--- config.mk ---
export PLATFORM = sky130hd
export DESIGN_NAME = subblock_result_collector
export DESIGN_NICKNAME = d
export VERILOG_FILES = /design/src/rtl/subblock_collector_pkg.sv /design/src/rtl/subblock_rr_arbiter.sv /design/src/rtl/subblock_result_collector.sv
export SDC_FILE = /design/constraint.sdc
export NUM_CORES = 1
export LEC_CHECK = 0
export ABC_AREA = 1
export CAP_MARGIN = 25
export CELL_PAD_IN_SITES_DETAIL_PLACEMENT = 0
export CELL_PAD_IN_SITES_GLOBAL_PLACEMENT = 1
export CORE_ASPECT_RATIO = 0.8
export CORE_MARGIN = 4
export CORE_UTILIZATION = 39
export DETAILED_ROUTE_END_ITERATION = 16
export MAX_ROUTING_LAYER = met4
export PLACE_DENSITY_LB_ADDON = 0.1
export SETUP_SLACK_MARGIN = 0.1
export SLEW_MARGIN = 25
export SYNTH_ARGS = -nofsm -noshare
export SYNTH_HDL_FRONTEND = slang
export SYNTH_SLANG_ARGS = --single-unit
--- constraint.sdc ---
create_clock -name clk -period 7.35 [get_ports clk]
set_clock_uncertainty 0.05 [all_clocks]
set_input_delay 2.205 -clock clk [delete_from_list [all_inputs] [get_ports clk]]
set_output_delay 2.205 -clock clk [all_outputs]
set_load 0.01 [all_outputs]
--- src/rtl/subblock_collector_pkg.sv ---
// Shared definitions for the sub-block result collector: default sizes,
// width helper and the FIFO entry layout (source index above payload).
package subblock_collector_pkg;

  localparam int unsigned DEF_NUM_CHILDREN = 5;
  localparam int unsigned DEF_DATA_W       = 16;
  localparam int unsigned DEF_FIFO_DEPTH   = 4;

  // Index width that never collapses to zero bits.
  function automatic int unsigned clog2_min1(input int unsigned n);
    return (n <= 2) ? 1 : $clog2(n);
  endfunction

  // Entry width for a given source/payload split.
  function automatic int unsigned entry_w(input int unsigned src_w, input int unsigned data_w);
    return src_w + data_w;
  endfunction

  localparam int unsigned DEF_SRC_W = clog2_min1(DEF_NUM_CHILDREN);

  // Entry layout at default sizes; the top uses the same order {src, data}.
  typedef struct packed {
    logic [DEF_SRC_W-1:0]  src;
    logic [DEF_DATA_W-1:0] data;
  } entry_t;

endpackage

--- src/rtl/subblock_rr_arbiter.sv ---
// Combinational round-robin arbiter: first requester at or after ptr, wrapping.
module subblock_rr_arbiter
  import subblock_collector_pkg::*;
#(
  parameter int unsigned NUM_CHILDREN = DEF_NUM_CHILDREN,
  localparam int unsigned SRC_W = clog2_min1(NUM_CHILDREN)
) (
  input  logic [NUM_CHILDREN-1:0] i_req,
  input  logic [SRC_W-1:0]        i_ptr,
  output logic [NUM_CHILDREN-1:0] o_grant,
  output logic [SRC_W-1:0]        o_grant_idx,
  output logic                    o_any_grant
);

  int unsigned w_idx;

  // Scan offsets 0..N-1 from ptr; the first live request wins.
  always_comb begin
    o_grant     = '0;
    o_grant_idx = '0;
    o_any_grant = 1'b0;
    w_idx       = 0;
    for (int unsigned k = 0; k < NUM_CHILDREN; k++) begin
      w_idx = (32'(i_ptr) + k) % NUM_CHILDREN;
      for (int unsigned i = 0; i < NUM_CHILDREN; i++) begin
        if (!o_any_grant && (w_idx == i) && i_req[i]) begin
          o_grant[i]  = 1'b1;
          o_grant_idx = SRC_W'(i);
          o_any_grant = 1'b1;
        end
      end
    end
  end

endmodule

--- src/rtl/subblock_result_collector.sv ---
// Fan-in collector: round-robin accepts child results into a small tagged
// FIFO and presents them upward as one valid/ready stream.
// Optional: define SUBBLOCK_COLLECTOR_STATS_EN to add the accept_cnt port.
module subblock_result_collector
  import subblock_collector_pkg::*;
#(
  parameter int unsigned NUM_CHILDREN = DEF_NUM_CHILDREN,
  parameter int unsigned DATA_W       = DEF_DATA_W,
  parameter int unsigned FIFO_DEPTH   = DEF_FIFO_DEPTH,
  localparam int unsigned SRC_W = clog2_min1(NUM_CHILDREN)
) (
  input  logic                           clk,
  input  logic                           rst,
  input  logic [NUM_CHILDREN-1:0]        child_valid,
  input  logic [NUM_CHILDREN*DATA_W-1:0] child_data,
  output logic [NUM_CHILDREN-1:0]        child_ready,
  output logic                           out_valid,
  output logic [DATA_W-1:0]              out_data,
  output logic [SRC_W-1:0]               out_src,
  input  logic                           out_ready
`ifdef SUBBLOCK_COLLECTOR_STATS_EN
  ,
  output logic [15:0]                    accept_cnt
`endif
);

  localparam int unsigned PTR_W = clog2_min1(FIFO_DEPTH);
  localparam int unsigned CNT_W = $clog2(FIFO_DEPTH) + 1;
  localparam int unsigned ENT_W = entry_w(SRC_W, DATA_W);

  logic [ENT_W-1:0]        r_mem [FIFO_DEPTH];
  logic [PTR_W-1:0]        r_wr_ptr;
  logic [PTR_W-1:0]        r_rd_ptr;
  logic [CNT_W-1:0]        r_count;
  logic [SRC_W-1:0]        r_arb_ptr;

  logic [NUM_CHILDREN-1:0] w_grant;
  logic [SRC_W-1:0]        w_grant_idx;
  logic                    w_any_grant;
  logic                    w_full;
  logic                    w_push;
  logic                    w_pop;
  logic [DATA_W-1:0]       w_sel_data;
  logic [ENT_W-1:0]        w_head;

  subblock_rr_arbiter #(
    .NUM_CHILDREN (NUM_CHILDREN)
  ) u_arb (
    .i_req       (child_valid),
    .i_ptr       (r_arb_ptr),
    .o_grant     (w_grant),
    .o_grant_idx (w_grant_idx),
    .o_any_grant (w_any_grant)
  );

  assign w_full      = (r_count == CNT_W'(FIFO_DEPTH));
  assign child_ready = (rst || w_full) ? '0 : w_grant;
  assign w_push      = w_any_grant && !w_full && !rst;
  assign w_pop       = out_valid && out_ready;

  // Payload mux for the granted child.
  always_comb begin
    w_sel_data = '0;
    for (int unsigned i = 0; i < NUM_CHILDREN; i++) begin
      if (w_grant[i]) w_sel_data = child_data[i*DATA_W +: DATA_W];
    end
  end

  assign w_head    = r_mem[r_rd_ptr];
  assign out_valid = (r_count != '0);
  assign out_src   = w_head[ENT_W-1 -: SRC_W];
  assign out_data  = w_head[DATA_W-1:0];

  // FIFO storage, pointers, occupancy and arbiter pointer.
  always_ff @(posedge clk) begin
    if (rst) begin
      for (int unsigned e = 0; e < FIFO_DEPTH; e++) r_mem[e] <= '0;
      r_wr_ptr  <= '0;
      r_rd_ptr  <= '0;
      r_count   <= '0;
      r_arb_ptr <= '0;
    end else begin
      if (w_push) begin
        r_mem[r_wr_ptr] <= {w_grant_idx, w_sel_data};
        r_wr_ptr        <= r_wr_ptr + PTR_W'(1);
        r_arb_ptr       <= (w_grant_idx == SRC_W'(NUM_CHILDREN - 1)) ? '0
                                                                     : w_grant_idx + SRC_W'(1);
      end
      if (w_pop) r_rd_ptr <= r_rd_ptr + PTR_W'(1);
      case ({w_push, w_pop})
        2'b10:   r_count <= r_count + CNT_W'(1);
        2'b01:   r_count <= r_count - CNT_W'(1);
        default: r_count <= r_count;
      endcase
    end
  end

`ifdef SUBBLOCK_COLLECTOR_STATS_EN
  logic [15:0] r_accept_cnt;

  // Wrapping count of child accepts.
  always_ff @(posedge clk) begin
    if (rst)         r_accept_cnt <= '0;
    else if (w_push) r_accept_cnt <= r_accept_cnt + 16'd1;
  end

  assign accept_cnt = r_accept_cnt;
`endif

endmodule

After elaboration in Yosys (flattened, before gate mapping)
Memories as Yosys holds them, arrays and structs flattened. A register that Yosys moved wholly into a read port is not among the register bits.
Index checks and enable logic that the tools add are counted.
{"block": "op_classes", "addsub": 9, "div": 5, "n_eq_ne": 24, "mux": 91, "n_reduce_logical": 87}
{"cell": "32-bit by 2-bit equality test with 1-bit output (second input constant)", "count": 10}
{"cell": "32-bit by 1-bit equality test with 1-bit output (second input constant)", "count": 5}
{"cell": "32-bit by 3-bit equality test with 1-bit output (second input constant)", "count": 5}
{"cell": "32-bit zero test", "count": 5}
{"cell": "32-bit by 3-bit modulo with 32-bit output (second input constant)", "count": 4}
{"cell": "16-bit 2-to-1 mux", "count": 5}
{"cell": "3-bit 2-to-1 mux", "count": 22}
{"cell": "1-bit 2-to-1 mux", "count": 56}
{"cell": "1-bit logical AND", "count": 52}
{"cell": "3-bit by 3-bit modulo with 32-bit output (second input constant)", "count": 1}
{"cell": "1-bit zero test", "count": 26}
{"cell": "19-bit 2-to-1 mux", "count": 1}
{"cell": "19-bit OR reduction", "count": 1}
{"cell": "2-bit 2-to-1 mux", "count": 5}
{"cell": "3-bit by 2-bit adder with 4-bit output (second input constant)", "count": 2}
{"cell": "3-bit by 1-bit adder with 3-bit output (second input constant)", "count": 2}
{"cell": "3-bit equality test (second input constant)", "count": 2}
{"cell": "3-bit one-hot mux with 2 select lines", "count": 1}
{"cell": "5-bit 2-to-1 mux", "count": 1}
{"cell": "2-bit by 1-bit adder with 2-bit output (second input constant)", "count": 2}
{"cell": "3-bit by 1-bit adder with 4-bit output (second input constant)", "count": 1}
{"cell": "3-bit by 3-bit adder with 4-bit output (second input constant)", "count": 1}
{"cell": "3-bit nonzero test", "count": 1}
{"cell": "3-bit by 1-bit subtractor with 3-bit output (second input constant)", "count": 1}
{"cell": "4 further kinds", "count": 4}
{"block": "word_totals", "regBits": 10, "ramBits": 76, "wordCells": 221, "mem_count": 1}
{"name": "r_mem", "depth": 4, "word_bits": 19, "rd": 1, "rd_clocked_by_memory_dff": 1, "wr": 4, "line_no": "subblock_result_collector.sv:31", "source": "logic [ENT_W-1:0] r_mem [FIFO_DEPTH];"}

Depth between registers and ports, before layout
{"block": "logic_depth", "depth_word": 107, "ltp_mapped": 36, "depth_no_buf": 35}

Hierarchy
Synthesis repeated with hierarchy kept, for this count alone.
{"block": "unflattened", "hier_cells": 911, "hier_area_um2": 6739.0}
{"mod": "subblock_result_collector", "instances": 1, "cells_per_inst": 551, "area_each_um2": 4734.5, "seq_area_each_um2": 2522.4}
{"mod": "subblock_rr_arbiter", "instances": 1, "cells_per_inst": 360, "area_each_um2": 2004.4, "seq_area_each_um2": 0.0}

Least setup slack after synthesis
OpenSTA, ideal clock, no wires.
{"block": "synth_path", "path_type": "input-to-output", "startpoint": "input child_valid[3]", "endpoint": "output child_ready[4]", "t_arrival_ns": 4.419, "slack_ns": 0.676, "cell_stages": 20, "path_buffers": 1, "path_cell_list": "inv_1 > nor2_1 > o21ai_2 > nand4_1 > nor2_2 > o21ai_2 > nor2_4 > nand4_2 > nor2_2 > nand4_1 > nor2_2 > nand4_2 > nor2_4 > nand4_4 > nor2_4 > nand2_2 > nand2_4 > buf_6 > inv_1 > nor2_1"}
{"block": "synth_via", "elab_chain_len": 87, "elab_cells_between_ends": 91, "cone_classes": "27 x mux; 64 x reduce/logical"}
{"element": "start: declaration", "line_no": "subblock_result_collector.sv:14", "source": "input logic [NUM_CHILDREN-1:0] child_valid,"}
{"element": "1-bit logical AND", "line_no": "subblock_rr_arbiter.sv:26", "source": "if (!o_any_grant && (w_idx == i) && i_req[i]) begin"}
{"element": "1-bit 2-to-1 mux", "line_no": "subblock_rr_arbiter.sv:26"}
{"element": "1-bit zero test", "line_no": "subblock_rr_arbiter.sv:26"}
{"element": "1-bit logical AND (2 in series)", "line_no": "subblock_rr_arbiter.sv:26"}
{"element": "1-bit 2-to-1 mux", "line_no": "subblock_rr_arbiter.sv:26"}
{"element": "1-bit zero test", "line_no": "subblock_rr_arbiter.sv:26"}
{"element": "1-bit logical AND (2 in series)", "line_no": "subblock_rr_arbiter.sv:26"}
{"element": "1-bit 2-to-1 mux", "line_no": "subblock_rr_arbiter.sv:26"}
{"element": "(+67 left out)"}
{"element": "1-bit 2-to-1 mux", "line_no": "subblock_rr_arbiter.sv:26"}
{"element": "1-bit zero test", "line_no": "subblock_rr_arbiter.sv:26"}
{"element": "1-bit logical AND (2 in series)", "line_no": "subblock_rr_arbiter.sv:26"}
{"element": "1-bit 2-to-1 mux", "line_no": "subblock_rr_arbiter.sv:26"}
{"element": "1-bit zero test", "line_no": "subblock_rr_arbiter.sv:26"}
{"element": "1-bit logical AND (2 in series)", "line_no": "subblock_rr_arbiter.sv:26"}
{"element": "1-bit 2-to-1 mux (*)", "line_no": "subblock_rr_arbiter.sv:26"}
{"element": "5-bit 2-to-1 mux (*)", "line_no": "subblock_result_collector.sv:57", "source": "assign child_ready = (rst || w_full) ? '0 : w_grant;"}
{"element": "end: declaration", "line_no": "subblock_result_collector.sv:16", "source": "output logic [NUM_CHILDREN-1:0] child_ready,"}
Every way passes the cells marked *; elsewhere a longest branch is shown, timed or not.

Worst setup path in the final report
{"block": "layout_path", "startpoint": "input child_valid[0]", "endpoint": "output child_ready[4]"}
{"block": "layout_via", "elab_chain_len": 99, "elab_cells_between_ends": 103, "cone_classes": "30 x mux; 73 x reduce/logical"}
{"element": "1-bit logical AND", "line_no": "subblock_rr_arbiter.sv:26"}
{"element": "1-bit 2-to-1 mux", "line_no": "subblock_rr_arbiter.sv:26"}
{"element": "1-bit zero test", "line_no": "subblock_rr_arbiter.sv:26"}
{"element": "1-bit logical AND (2 in series)", "line_no": "subblock_rr_arbiter.sv:26"}
{"element": "1-bit 2-to-1 mux", "line_no": "subblock_rr_arbiter.sv:26"}
{"element": "1-bit zero test", "line_no": "subblock_rr_arbiter.sv:26"}
{"element": "1-bit logical AND (2 in series)", "line_no": "subblock_rr_arbiter.sv:26"}
{"element": "1-bit 2-to-1 mux", "line_no": "subblock_rr_arbiter.sv:26"}
{"element": "(+79 left out)"}
{"element": "1-bit 2-to-1 mux", "line_no": "subblock_rr_arbiter.sv:26"}
{"element": "1-bit zero test", "line_no": "subblock_rr_arbiter.sv:26"}
{"element": "1-bit logical AND (2 in series)", "line_no": "subblock_rr_arbiter.sv:26"}
{"element": "1-bit 2-to-1 mux", "line_no": "subblock_rr_arbiter.sv:26"}
{"element": "1-bit zero test", "line_no": "subblock_rr_arbiter.sv:26"}
{"element": "1-bit logical AND (2 in series)", "line_no": "subblock_rr_arbiter.sv:26"}
{"element": "1-bit 2-to-1 mux (*)", "line_no": "subblock_rr_arbiter.sv:26"}
{"element": "5-bit 2-to-1 mux (*)", "line_no": "subblock_result_collector.sv:57"}
Marked as above.

==> flow_summary.yaml <==
run_status:
  outcome: "complete, no violations"
yosys:
  post_synth.cell_area_avg_um2: 7.19
  synthTopCellsByArea: "edfxtp_1 (35%), nand2_1 (14%), inv_1 (6.6%)"
  synth.lib_cells_used.distinct: 42
  synth_area_leader_cell: "edfxtp_1"
  synth_top_area_share_pct: 34.5
  synth_seq_cells: 88
  synth_sequential_area_ratio_pct: 38.2
  synth-warning-count: 0
  ys_async_sr_fraction_pct: 0
  top_ff_cell_synth: "edfxtp_1"
  netlist_instances: 919
  synth.cell_area_um2: 6610
  postSynthNetCount: 1030
  synth-edff-count: 76
detailed_routing:
  wl_per_cell_um: 15.5
  vias_per_cell: 4.95
  postRouteAntennaNets: 0
  drc_errors: 0
  initialDrtViolationCount: 506
  routed_wirelength_um: 20000
  routed-via-count: 6381
  drt-pass1-iter-count: 7
sta:
  timing.final.setup_violations: 0
  timing.final.crit_period_ns: 7.01
  grt_setup_unrepaired: "no"
  relSlewSlack_pct: 44.0
  timing_hold_violations_final: 0
  min_period_over_period_pct: 95.3
  slew_at_the_pin_closest_to_its_max_slew_limit_ns: 0.840
  max_freq_mhz: 143
  drv_slew: 0
critical_path:
  crit_path_start_kind: "primary input"
  worstPathMaxFanout: 2
  worst_path_largest_cell_delay_ns: 0.43
  critical_path.top_delay_family: "simple AND/OR/NAND/NOR gates"
  worstSetupPathType: "primary input to output port"
  worst_ep_required_time_ns: 5.10
  critical_path_arrival_ns: 4.75
  end_kind: "output port"
  path_cells: "clkdlybuf4s50_1, nand2_1, nor2_1, nand2_1, nand4_1, buf_4, inv_1, nand2_2, a21oi_2, nand4_1, nor2_1, nand4_1, nor2_2, nand4_1, nor2_2, buf_4, a21oi_2, nand2_4, inv_1, nor2_2, buf_2"
  critPathBufInv: 6
  critical_path.slowest_cell: "clkdlybuf4s50_1"
  worst_path_most_repeated_cell: "nand4_1"
floorplanning:
  num_rows: 42
  initial_core_util_pct: 39.8
  height_of_the_die_um: 124
  dieWidth_um: 154
  dieArea_um2: 19100
  top_level_ports: 113
  core_area_um2: 16600
cells_and_area:
  nets: 1174
  fin_util_pct: 51.2
  layout.filler_cells: 1687
  area_growth_syn_to_layout_pct: 28.7
  fin_cells: 1288
  diodes: 0
  final_cell_area_um2: 8510
  post_route_cells_drive_above_1_share_pct: 12.5
place:
  detailed_placer_s_ending_hpwl_um: 14700
  place.port_buffers: 112
  placedInstanceArea_um2: 8170
  placer_congestion: 0.889
  placed_cells: 1267
clocking:
  clkLatencyLatePin_ns: 0.33
  cts_max_path_buffers: 2
  clock-sinks: 88
  path_clk_slew_ns: 0.06
  cts_buffers: 9
  tritoncts: "built"
  hold_buffers: 0
  clock-root-buffer: "clkbuf_16"
  htreeDepth: 3
global_route:
  first_pass_grt_wire_length_um: 31800
  antenna_violations_before_repair: 0
  grtUsageTotal_pct: 21.1
  grt_pass1_vias: 6041
  globalRoute.totalOverflow: 0
  grt_max_degree: 40
hold_path:
  hold_path_class: "flop to flop"
flow_run:
  cap_viol_max_count: 0
[worst paths after layout]
path / cells after the start / slack (ns) / from / end
min reg2reg: 2 / 0.42 / r_rd_ptr[1] / flop
min: 2 / 0.42 / r_rd_ptr[1] / flop
max: 21 / 0.34 / child_valid[0] / child_ready[4]
max reg2reg: 31 / 2.02 / r_arb_ptr[1] / r_mem[2][18]
[cell type report]
type                       instances  area [µm²]  share of cell area [%]
sequential                        88        2520                    29.7
tap                              220         275                    3.24
timing repair buffer             161        1490                    17.5
multi-input combinational        677        3470                    40.7
clock inverter                     6        51.3                   0.603
inverter                         126         473                    5.56
clock buffer                      10         229                    2.69
[stage by stage]
stage	hold slack [ns]	setup TNS, ns	worst slack (ns)
floorplan	0.386	0	0.676
global placement	0.403	-0.193	-0.133
detailed placement	0.411	-0.229	-0.140
CTS	0.421	0	0.137
global route	0.459	0	0.100
finish	0.421	0	0.344
[cell usage after synthesis, types with 2 or more instances]
library cell	n
nor2_2	4
ha_1	22
buf_4	8
buf_2	4
buf_6	4
a21oi_2	2
dfxtp_1	12
nor3_2	2
nand4_1	19
clkbuf_1	11
nand2_4	3
a21oi_1	82
o21ai_0	54
nand4_2	4
o21ai_2	2
o22ai_1	20
nor2_4	5
edfxtp_1	76
o21ai_1	4
nand2_1	240
nor3_1	10
nand3_1	56
inv_2	9
nand3_2	3
xor2_1	9
xnor2_1	2
o221ai_1	2
inv_1	117
nand2_2	20
nor2_1	100
nand3b_1	2
[per-layer routing]
layer / routed length, µm / track usage [%] / part of all wire, %
met5: 0 / - / 0
met4: 242 / 4.15 / 1.2
met3: 1360 / 4.24 / 6.8
met2: 7840 / 28.3 / 39
met1: 10600 / 32.7 / 53
[state kept, by name (all words and copies together) (netlist names), named ones only]
register	flops
r_wr_ptr	2
r_rd_ptr	2
r_mem	76
r_count	3
r_arb_ptr	3
[placed cells by master, fill, tap and decap left out, types with 8 or more instances in the layout]
cell type / n
xor2_1: 9
clkbuf_16: 9
clkdlybuf4s50_1: 103
a21oi_1: 81
buf_4: 49
nor2_2: 8
inv_2: 12
inv_1: 114
ha_1: 22
nor3_1: 9
o21ai_0: 54
nand2_1: 239
edfxtp_1: 76
o22ai_1: 20
nand2_2: 21
nand4_1: 19
nor2_1: 96
nand3_1: 56
dfxtp_1: 12
[cells by family after synthesis]
kind of cell	after synthesis	synth area share [%]
simple gates	473	32.4
compound gates	170	13.8
buf+inv	154	9.75
flops	88	38.2
fa+ha+maj	23	4.47
xor+xnor	11	1.46
[timing repair]
item,CTS,global route
endpoints found under the setup margin,4,4
gates resized for setup,5,17
pin swaps,0,10
cloned,0,0
hold endpoints to repair,0,0
setup buffers,0,5
[worst reg2reg max path: cells and delay by family (launching register included)]
family	cells	cell delay (ns)
AOI/OAI and AO/OA	2	0.24
and+or+nand+nor	16	2.01
adders and majority gates	3	0.76
buffers and inverters	9	1.41
DFF	1	0.32
xor gates and xnor gates	1	0.24
Power is left out: the tool's default activity adds up to more than one toggle a clock period on the data nets, which glitch-free logic cannot reach.
